===== src/rtl/reset_sequencer.sv =====
`timescale 1ns/1ps
`default_nettype none
// ============================================================================
// Module   : reset_sequencer
// Brief    : Synchronises board reset release, holds for HOLD_CYCLES, then
//            releases NUM_OUTS reset domains in order, GAP_CYCLES apart.
//            Optional software replay enabled by RESET_SEQ_SWRST_EN.
// Revision : 1.0 - initial release
// ============================================================================
module reset_sequencer #(
  parameter int SYNC_STAGES = 2,
  parameter int NUM_OUTS    = 4,
  parameter int HOLD_CYCLES = 8,
  parameter int GAP_CYCLES  = 4
) (
  input  logic                clk,
  input  logic                reset_n,
  input  logic                sw_rst_req,
  output logic [NUM_OUTS-1:0] rst_n_out,
  output logic                rst_done
);

  localparam int c_MAX_CNT = (HOLD_CYCLES > GAP_CYCLES) ? HOLD_CYCLES : GAP_CYCLES;
  localparam int c_CNT_W   = $clog2(c_MAX_CNT + 1);
  localparam int c_IDX_W   = (NUM_OUTS > 1) ? $clog2(NUM_OUTS) : 1;

  localparam logic [c_CNT_W-1:0]  c_HOLD_LAST = c_CNT_W'(HOLD_CYCLES - 1);
  localparam logic [c_CNT_W-1:0]  c_GAP_LAST  = c_CNT_W'(GAP_CYCLES - 1);
  localparam logic [c_IDX_W-1:0]  c_IDX_LAST  = c_IDX_W'((NUM_OUTS > 1) ? NUM_OUTS - 2 : 0);
  localparam logic [NUM_OUTS-1:0] c_OUT_ONE   = NUM_OUTS'(1);
  localparam logic                c_SINGLE    = (NUM_OUTS == 1);

  localparam logic [1:0] c_S_HOLD    = 2'd0;
  localparam logic [1:0] c_S_RELEASE = 2'd1;
  localparam logic [1:0] c_S_DONE    = 2'd2;

  logic [SYNC_STAGES-1:0] r_sync;
  logic [1:0]             r_state;
  logic [1:0]             w_state_nxt;
  logic [c_CNT_W-1:0]     r_cnt;
  logic [c_CNT_W-1:0]     w_cnt_nxt;
  logic [c_IDX_W-1:0]     r_idx;
  logic [c_IDX_W-1:0]     w_idx_nxt;
  logic [c_IDX_W-1:0]     w_idx_inc;
  logic [NUM_OUTS-1:0]    w_out_nxt;
  logic                   w_done_nxt;
  logic                   w_sync_ok;
  logic                   w_hold_hit;
  logic                   w_gap_hit;
  logic                   w_last_idx;
  logic                   w_sw_hit;

  assign w_sync_ok  = r_sync[SYNC_STAGES-1];
  assign w_hold_hit = w_sync_ok && (r_cnt == c_HOLD_LAST);
  assign w_gap_hit  = (r_cnt == c_GAP_LAST);
  assign w_last_idx = (r_idx == c_IDX_LAST);
  assign w_idx_inc  = r_idx + c_IDX_W'(1);

`ifdef RESET_SEQ_SWRST_EN
  assign w_sw_hit = (r_state == c_S_DONE) && sw_rst_req;
`else
  // Port kept for a uniform footprint; deliberately left unconnected.
  logic w_unused_sw;
  assign w_unused_sw = sw_rst_req;
  assign w_sw_hit    = 1'b0;
`endif

  // Deassertion-only synchroniser; assertion reaches every flop asynchronously.
  always_ff @(posedge clk or negedge reset_n) begin
    if (!reset_n) begin
      r_sync <= '0;
    end else begin
      r_sync <= {r_sync[SYNC_STAGES-2:0], 1'b1};
    end
  end

  always_ff @(posedge clk or negedge reset_n) begin
    if (!reset_n) begin
      r_state   <= c_S_HOLD;
      r_cnt     <= '0;
      r_idx     <= '0;
      rst_n_out <= '0;
      rst_done  <= 1'b0;
    end else begin
      r_state   <= w_state_nxt;
      r_cnt     <= w_cnt_nxt;
      r_idx     <= w_idx_nxt;
      rst_n_out <= w_out_nxt;
      rst_done  <= w_done_nxt;
    end
  end

  always_comb begin
    w_state_nxt = r_state;
    w_cnt_nxt   = r_cnt;
    w_idx_nxt   = r_idx;
    case (r_state)
      c_S_HOLD: begin
        if (w_hold_hit) begin
          w_cnt_nxt   = '0;
          w_state_nxt = c_SINGLE ? c_S_DONE : c_S_RELEASE;
        end else if (w_sync_ok) begin
          w_cnt_nxt = r_cnt + c_CNT_W'(1);
        end
      end
      c_S_RELEASE: begin
        if (w_gap_hit) begin
          w_cnt_nxt = '0;
          w_idx_nxt = w_idx_inc;
          if (w_last_idx) begin
            w_state_nxt = c_S_DONE;
          end
        end else begin
          w_cnt_nxt = r_cnt + c_CNT_W'(1);
        end
      end
      c_S_DONE: begin
        if (w_sw_hit) begin
          w_state_nxt = c_S_HOLD;
          w_cnt_nxt   = '0;
          w_idx_nxt   = '0;
        end
      end
      default: begin
        w_state_nxt = c_S_HOLD;
        w_cnt_nxt   = '0;
        w_idx_nxt   = '0;
      end
    endcase
  end

  // Next values of the registered outputs; released bits only ever accumulate.
  always_comb begin
    w_out_nxt  = rst_n_out;
    w_done_nxt = rst_done;
    case (r_state)
      c_S_HOLD: begin
        if (w_hold_hit) begin
          w_out_nxt  = c_OUT_ONE;
          w_done_nxt = c_SINGLE;
        end
      end
      c_S_RELEASE: begin
        if (w_gap_hit) begin
          w_out_nxt  = rst_n_out | (c_OUT_ONE << w_idx_inc);
          w_done_nxt = w_last_idx;
        end
      end
      c_S_DONE: begin
        if (w_sw_hit) begin
          w_out_nxt  = '0;
          w_done_nxt = 1'b0;
        end else begin
          w_out_nxt  = '1;
          w_done_nxt = 1'b1;
        end
      end
      default: begin
        w_out_nxt  = '0;
        w_done_nxt = 1'b0;
      end
    endcase
  end

endmodule
`default_nettype wire


===== config.mk =====
export PLATFORM = sky130hd
export DESIGN_NAME = reset_sequencer
export DESIGN_NICKNAME = d
export VERILOG_FILES = /design/src/rtl/reset_sequencer.sv
export SDC_FILE = /design/constraint.sdc
export NUM_CORES = 1
export LEC_CHECK = 0
export CAP_MARGIN = 20
export CORE_MARGIN = 10
export CORE_UTILIZATION = 55
export CTS_BUF_LIST = sky130_fd_sc_hd__clkbuf_16
export CTS_CLUSTER_DIAMETER = 40
export DETAILED_ROUTE_END_ITERATION = 16
export GPL_TIMING_DRIVEN = 0
export MAX_ROUTING_LAYER = met4
export PLACE_DENSITY = 0.77
export SYNTH_ARGS = -nofsm -noshare
export SYNTH_HDL_FRONTEND = slang
export SYNTH_SLANG_ARGS = --single-unit

===== constraint.sdc =====
create_clock -name clk -period 2.45 [get_ports clk]
set_input_delay 0.245 -clock clk [delete_from_list [all_inputs] [get_ports clk]]
set_output_delay 0.245 -clock clk [all_outputs]
set_load 0.005 [all_outputs]

==> results of run 1 <==
## area by class of cell
class | instances | share of cell area, %
buffer | 2 | 2.13
sequential | 15 | 35.5
clock buffer | 3 | 7.10
multi-input combinational | 66 | 44.0
clock inverter | 1 | 0.473
inverter | 9 | 3.20
tap | 16 | 1.89
timing repair buffer | 6 | 5.68
## cell usage after synthesis
master | n | area, um2
o211ai_2 | 1 | 12.5
or2_2 | 3 | 18.8
nor3_1 | 1 | 5.00
o21ai_0 | 11 | 55.1
o31a_1 | 1 | 8.76
o21bai_1 | 1 | 7.51
or4_1 | 1 | 7.51
nand2b_1 | 1 | 6.26
nor2_1 | 3 | 11.3
buf_6 | 2 | 22.5
ha_1 | 10 | 125
conb_1 | 1 | 3.75
a2111oi_0 | 1 | 8.76
a311oi_1 | 1 | 8.76
nand4b_1 | 1 | 8.76
a21oi_2 | 1 | 8.76
o21a_1 | 3 | 22.5
inv_1 | 9 | 33.8
a31oi_1 | 4 | 25.0
o21ai_1 | 1 | 5.00
a31oi_2 | 1 | 12.5
o211a_1 | 2 | 20.0
a21o_1 | 1 | 7.51
or4b_1 | 1 | 10.0
a21oi_1 | 5 | 25.0
nand3_1 | 3 | 15.0
nand2_1 | 7 | 26.3
dfrtp_1 | 15 | 375
## metrics by stage
stage / worst slack (ns) / util [%]
3_5_place_dp: 0.354 / 64.1
2_1_floorplan: 0.582 / -
6_report: 0.339 / 69.4
3_3_place_gp: 0.408 / 64.1
5_1_grt: 0.258 / 69.4
4_1_cts: 0.346 / 69.4
## final timing paths
check                      startpoint  slack (ns)           end  depth (start not counted)
setup / recovery           r_state[1]        0.34  rst_n_out[0]                          8
hold / removal              r_sync[0]        0.36     r_sync[1]                          0
setup reg to reg           r_state[1]        0.34  rst_n_out[0]                          8
hold reg to reg             r_sync[0]        0.36     r_sync[1]                          0
max in group asynchronous     reset_n        1.61  rst_n_out[3]                          1
min in group asynchronous     reset_n        0.41      r_cnt[0]                          1
## layout by cell type (no fill, tap or decap), types with 2 or more instances in the layout
cell             netlist  final
o21ai_0               11     11
dfrtp_1               15     15
a31oi_1                4      4
clkdlybuf4s50_1        0      6
or2_2                  3      3
buf_6                  2      2
nor2_1                 3      3
clkbuf_16              0      3
o211a_1                2      2
nand2_1                7      7
o21a_1                 3      3
a21oi_1                5      5
ha_1                  10     10
nand3_1                3      3
inv_1                  9      9
## power by group through the flow
stage	Sequential (mW)	Clock, mW	Combinational, mW
6_report	0.437	0.312	0.656
5_1_grt	0.451	0.326	0.737
4_1_cts	0.435	0.317	0.660
3_5_place_dp	0.437	0	0.646
3_3_place_gp	0.433	0	0.628
2_1_floorplan	0.419	0	0.463
## per-layer routing
layer,global-route usage [%],vias up,routed length [um]
met2,16.8,19,888
met3,2.51,4,95
met4,6.41,0,17
met1,13.7,334,859
met5,-,-,0
li1,-,347,-
## logic make-up (layout without fill, tap and decap cells)
| group | Yosys count | count (layout) | synth area share (%) |
|---|---|---|---|
| other | 1 | 1 | 0.418 |
| AOI/OAI and AO/OA | 34 | 34 | 25.4 |
| buffers and inverters | 11 | 21 | 6.28 |
| and+or+nand+nor | 21 | 21 | 12.1 |
| DFF | 15 | 15 | 41.8 |
| adders and majority gates | 10 | 10 | 13.9 |
## flip-flops by register name, summed over array words and instances (netlist names)
signal and cells:
r_idx 2, rst_n_out 4, r_sync 2, rst_done 1, r_state 2, r_cnt 4
## worst register-to-register path, stage by stage, from the launching register on
cell and delay (ns):
dfrtp_1 0.46, inv_1 0.13, ha_1 0.21, buf_6 0.14
or4b_1 0.49, o211ai_2 0.16, buf_6 0.20, o21ai_0 0.10
o21a_1 0.11
==> run summary, run 1 <==
Initial Util: 58.9%
Syn_nets: 105
Fillers: 109
RSZ-0062 raised after global routing: no
Clock latency on the worst-skew pair: 0.24 ns
Top Ports: 8
Total Die Area: 0.00365 mm2
Reg power frac: 31.1%
Worst Path Arrival: 2.24 ns
Layout Nets: 116
Hold WC Path Type: reg -> reg
Clock sink total: 15
Crit path max-delay cell type: or4b_1
Gr ovfl total: 0
Placed Instances: 114
Critical path buffers and inverters: 3
Reg clk slew, reported paths: 0.05 ns
Post-Place Cell Area: 977 um2
Post-route cell area: 0.00106 mm2
Internal power: 862 uW
CP Class: reg -> reg
Largest buffer count on any clock path: 2
Setup Skew: 0.00209 ns
Initial detailed-routing violation count: 14
NetSw: 543 uW
Cell family with most CP delay: simple AND/OR/NAND/NOR gates
Pin count of the biggest net entering global routing: 16
Fin crit period: 2.11 ns
#FFs+latches synth: 15
Total number of vias: 704
Mean Syn Cell Area: 9.75 um2
First-pass GRT wire length: 3.04 mm
Clk root buf: clkbuf_16
Vias/cell: 5.97
Max-slew violation count: 0
Hold Violations, Final: 0
Synth cell types: 28
Most used cell, CP: buf_6
Crit path required time: 2.58 ns
Num rows: 14
Initial antenna violation count: 0
Startpoint Class: register
Post-CTS Hold Buffers: 0
CTS H-tree lvls: 1
N_diodes: 0
Core footprint: 0.00152 mm2
Ratio of cells with drive above 1 in the final layout: 11.8%
Gate power share: 46.7%
Synthesis Warnings: 0
Residual DRC: 0
WL final: 1.86 mm
Power density cells: 1330 mW/mm2
Max incr delay on CP: 0.49 ns
Run status: finished clean
Crit Path Max Fanout: 10
Worst hold margin: 0.355 ns
Worst-Margin Slew: 0.667 ns
Resized cells post-CTS: 0
Drt first pass iters: 4
Number of global-route vias before repair: 668
Largest vdd supply drop: 812 uV
Achievable Freq: 0.474 GHz
Die X: 60.4 um
Final setup fails: 0
Rel. slew slack: 55.4%
Remaining antenna violation count: 0
Max-cap viol count: 0
Post-CTS setup buffers: 0
DR WL/cell: 15.8 um
Tot GR Track Use: 11.3%
Gpl congestion: 0.870
Multi-input gate area: 465 um2
Layout Cells excl Fill: 118
TritonCTS clock tree: built
Total negative slack: 0 ns
Clk pwr share: 22.2%
Cells after synthesis: 92
Leak: 0.488 nW
Critical path, cell by cell: inv_1 > ha_1 > buf_6 > or4b_1 > o211ai_2 > buf_6 > o21ai_0 > o21a_1
Mapped cell area: 897 um2
Register area: 375 um2
Die H: 60.4 um
I/O Buffers: 6
Switching share of power: 38.7%
Total Power: 1.40 mW
Kind of end point of the critical path: register
Period Utilization, post-route: 86.2%
Inserted Clock Buffers: 3
Register area share after synthesis: 41.8%
Area grow syn2layout: 17.9%
Hpwl dp: 1.32 mm
No activity file was read; power rests on OpenSTA's default activity.
==> inputs of run 2 (changes only) <==
--- a/config.mk
+++ b/config.mk
@@ -10,10 +10,11 @@
 export CORE_UTILIZATION = 55
 export CTS_BUF_LIST = sky130_fd_sc_hd__clkbuf_16
 export CTS_CLUSTER_DIAMETER = 40
+export CTS_CLUSTER_SIZE = 40
 export DETAILED_ROUTE_END_ITERATION = 16
 export GPL_TIMING_DRIVEN = 0
 export MAX_ROUTING_LAYER = met4
-export PLACE_DENSITY = 0.77
+export PLACE_DENSITY_LB_ADDON = 0.08
 export SYNTH_ARGS = -nofsm -noshare
 export SYNTH_HDL_FRONTEND = slang
 export SYNTH_SLANG_ARGS = --single-unit
==> run summary, run 2 (synthesized netlist as in run 1, its figures left out) <==
WL final: 1.84 mm
DP Worst Slack: 0.381 ns
N_diodes: 0
Post-CTS Hold Buffers: 0
Total Die Area: 0.00365 mm2
Pin count of the biggest net entering global routing: 16
Die H: 60.4 um
Reg2reg start: r_state[1]
Startpoint Class: register
Power density cells: 1320 mW/mm2
Vias/cell: 6.02
Core footprint: 0.00152 mm2
Reg clk slew, reported paths: 0.05 ns
Crit Path Max Fanout: 10
Area grow syn2layout: 18.1%
Ratio of cells with drive above 1 in the final layout: 11.8%
Total negative slack: 0 ns
Setup Skew: 0.000795 ns
DR WL/cell: 15.6 um
Worst setup path start: r_state[1]
Clk root buf: clkbuf_16
HP Start: r_sync[0]
CP Class: reg -> reg
Inserted Clock Buffers: 3
Worst hold margin: 0.367 ns
Layout Nets: 116
Num rows: 14
Regs by FF count: r_cnt: 4 flops, rst_n_out: 4 flops
Initial Util: 58.9%
Tot GR Track Use: 12.0%
First-pass GRT wire length: 3.19 mm
Gpl congestion: 0.810
Worst Path Arrival: 2.24 ns
RSZ-0062 raised after global routing: no
Most frequent cells in the layout: dfrtp_1, o21ai_0, ha_1
Kind of end point of the critical path: register
Residual DRC: 0
Die X: 60.4 um
Crit path required time: 2.59 ns
Hold Violations, Final: 0
Total number of vias: 710
Layout Cells excl Fill: 118
Remaining antenna violation count: 0
Hold WC Path Type: reg -> reg
Largest buffer count on any clock path: 2
Post-CTS setup buffers: 0
Leak: 0.485 nW
Worst-Margin Slew: 0.658 ns
Max-slew violation count: 0
Clock latency on the worst-skew pair: 0.25 ns
Final setup fails: 0
Rel. slew slack: 56.0%
Final WS setup: 0.351 ns
Total Power: 1.40 mW
Top Ports: 8
Number of global-route vias before repair: 687
I/O Buffers: 6
Resized cells post-CTS: 0
Max-cap viol count: 0
Hpwl dp: 1.36 mm
CTS H-tree lvls: 1
Clock sink total: 15
Commonest non-fill, non-tap cell in the layout: dfrtp_1
Achievable Freq: 0.476 GHz
Initial antenna violation count: 0
Run status: finished clean
Largest vdd supply drop: 849 uV
Fin crit period: 2.10 ns
Initial detailed-routing violation count: 9
Gr ovfl total: 0
TritonCTS clock tree: built
Period Utilization, post-route: 85.7%
Drt first pass iters: 4
Placed Instances: 114
## run 2: cell count changes in the layout (fill, tap and decap cells not counted)
cell        before  now
clkinvlp_4       0    1
clkinv_2         1    0
## run 2: power breakdown
group          internal [mW]  leakage [nW]  switching (mW)  total [mW]
Combinational          0.303         0.255           0.341       0.644
Sequential             0.338         0.192          0.0987       0.436
Clock                  0.220        0.0371           0.104       0.324
## run 2: layout make-up
type	instances	area, um2
clock buffers	3	75.1
plain buffers	2	22.5
inverters	9	33.8
multi-input cells	66	465
flip-flops and latches	15	375
fillers	127	464
clock inverters	1	7.51
repair buffers	6	60.1
well taps	16	20.0
## run 2: worst paths after layout
check | slack, ns | cells past startpoint | to
min | 0.37 | 0 | r_sync[1]
min reg2reg | 0.37 | 0 | r_sync[1]
max in group asynchronous | 1.63 | 1 | r_sync[1]
min in group asynchronous | 0.40 | 1 | rst_n_out[0]
max | 0.35 | 8 | rst_n_out[0]
max reg2reg | 0.35 | 8 | rst_n_out[0]
## run 2: critical path, stage by stage (launching register included)
cell	delay [ns]
dfrtp_1	0.47
inv_1	0.13
ha_1	0.21
buf_6	0.13
or4b_1	0.48
o211ai_2	0.16
buf_6	0.20
o21ai_0	0.09
o21a_1	0.11
## run 2: layer usage
layer	global-route usage, %	vias to the layer above	routed length, um
li1	-	349	-
met1	13.8	344	887
met2	18.2	12	825
met3	2.92	5	77
met4	7.69	0	48
met5	-	-	0
## run 2: metrics by stage
step                      instance area (um2)  utilization [%]
after floorplan                           897                -
after global placement                    977             64.1
after detailed placement                  977             64.1
after CTS                                1060             69.5
after global routing                     1060             69.5
final                                    1060             69.5
==> inputs of run 3 (changes only) <==
--- a/config.mk
+++ b/config.mk
@@ -12,7 +12,6 @@
 export CTS_CLUSTER_DIAMETER = 40
 export CTS_CLUSTER_SIZE = 40
 export DETAILED_ROUTE_END_ITERATION = 16
-export GPL_TIMING_DRIVEN = 0
 export MAX_ROUTING_LAYER = met4
 export PLACE_DENSITY_LB_ADDON = 0.08
 export SYNTH_ARGS = -nofsm -noshare
==> run summary, run 3 (synthesized netlist as in run 1, its figures left out) <==
Setup Skew: 0.00366 ns
Hold WC Path Type: reg -> reg
Initial detailed-routing violation count: 10
Final setup fails: 0
Clock latency on the worst-skew pair: 0.25 ns
Cell family with most CP delay: simple AND/OR/NAND/NOR gates
R2r endpoint: rst_n_out[1]
Clock sink total: 15
First-pass GRT wire length: 3.04 mm
Register area: 375 um2
Commonest non-fill, non-tap cell in the layout: dfrtp_1
Die H: 60.4 um
I/O Buffers: 6
Leak: 0.482 nW
Pin count of the biggest net entering global routing: 16
CP Class: reg -> reg
Critical path buffers and inverters: 1
Worst-Margin Slew: 0.653 ns
R2r setup slk: 0.40 ns
N_diodes: 0
HP Start: r_sync[0]
Hold endpoint: r_sync[1]
Final core occ: 68.3%
Multi-input gate area: 465 um2
Resized cells post-CTS: 0
Regs by FF count: r_cnt: 4 flops, rst_n_out: 4 flops
Ratio of cells with drive above 1 in the final layout: 9.90%
Kind of end point of the critical path: register
Reg2reg start: r_state[1]
R2R cell count: 6
Number of global-route vias before repair: 703
Rel. slew slack: 56.3%
Num rows: 14
Max-slew violation count: 0
Run status: finished clean
Total Die Area: 0.00365 mm2
Startpoint Class: register
Hold Violations, Final: 0
Gr ovfl total: 0
TritonCTS clock tree: built
Largest vdd supply drop: 713 uV
Fin crit period: 2.05 ns
Residual DRC: 0
Layout Nets: 115
Die X: 60.4 um
Initial antenna violation count: 0
Area grow syn2layout: 16.0%
Crit path max-delay cell type: or4b_1
RSZ-0062 raised after global routing: no
Most frequent cells in the layout: dfrtp_1, o21ai_0, inv_1, ha_1, nand2_1
Total number of vias: 684
DR WL/cell: 14.8 um
Max incr delay on CP: 0.49 ns
Core footprint: 0.00152 mm2
Gpl congestion: 0.807
Inserted Clock Buffers: 3
Fillers: 119
Power density cells: 1300 mW/mm2
Achievable Freq: 0.487 GHz
Crit path required time: 2.58 ns
Critical path, cell by cell: inv_1 > ha_1 > or4b_1 > o211ai_2 > nand3_1 > o211a_1
Total negative slack: 0 ns
Post-CTS setup buffers: 0
Clk root buf: clkbuf_16
Remaining antenna violation count: 0
Initial Util: 58.9%
Drt first pass iters: 4
Period Utilization, post-route: 83.8%
Reg clk slew, reported paths: 0.05 ns
Tot GR Track Use: 11.5%
Largest buffer count on any clock path: 2
Max-cap viol count: 0
Hold depth: 0
Post-Place Cell Area: 962 um2
Hpwl dp: 1.21 mm
Vias/cell: 5.85
CTS H-tree lvls: 1
Post-route cell area: 0.00104 mm2
Crit Path Max Fanout: 14
Worst Path Arrival: 2.19 ns
WL final: 1.74 mm
Post-CTS Hold Buffers: 0
Top Ports: 8
run 3: cell type report:
type                    count  area share, %
repair buffers              7           6.49
multi-input cells          66           44.7
clock buffers               3           7.21
well taps                  16           1.92
flip-flops and latches     15           36.1
inverters                   9           3.25
clock inverters             1          0.361
run 3: worst max-delay path by stage:
stage                    start      endpoint  slack [ns]  cells past startpoint
floorplan           r_state[1]  rst_n_out[0]        0.58                      8
global placement    r_state[1]  rst_n_out[1]        0.48                      6
detailed placement  r_state[1]  rst_n_out[1]        0.46                      6
CTS                 r_state[1]  rst_n_out[1]        0.43                      6
global route        r_state[1]  rst_n_out[1]        0.23                      6
finish              r_state[1]  rst_n_out[1]        0.40                      6
run 3: per-stage QoR:
stage	total power, mW	worst slack [ns]	hold slack, ns	instances
6_report	1.35	0.397	0.352	117
5_1_grt	1.47	0.231	0.366	117
4_1_cts	1.35	0.433	0.354	117
3_5_place_dp	1.03	0.463	0.343	113
3_3_place_gp	1.02	0.477	0.337	113
2_1_floorplan	0.881	0.582	-0.0506	92
run 3: worst register-to-register path, cell delays in order (launching register included):
cell	delay (ns)
dfrtp_1	0.47
inv_1	0.14
ha_1	0.22
or4b_1	0.49
o211ai_2	0.27
nand3_1	0.20
o211a_1	0.17
run 3: metal layers:
| layer | part of all wire (%) | GRT usage (%) | vias up |
|---|---|---|---|
| met5 | 0 | - | - |
| met2 | 43 | 16.9 | 8 |
| li1 | - | - | 343 |
| met3 | 4.1 | 3.97 | 4 |
| met4 | 2.8 | 7.69 | 0 |
| met1 | 50 | 12.8 | 329 |
run 3: power breakdown:
group | total [mW] | internal [mW] | leakage (nW) | switching [mW]
Clock | 0.312 | 0.216 | 0.0423 | 0.0966
Combinational | 0.603 | 0.275 | 0.248 | 0.328
Sequential | 0.434 | 0.338 | 0.192 | 0.0962
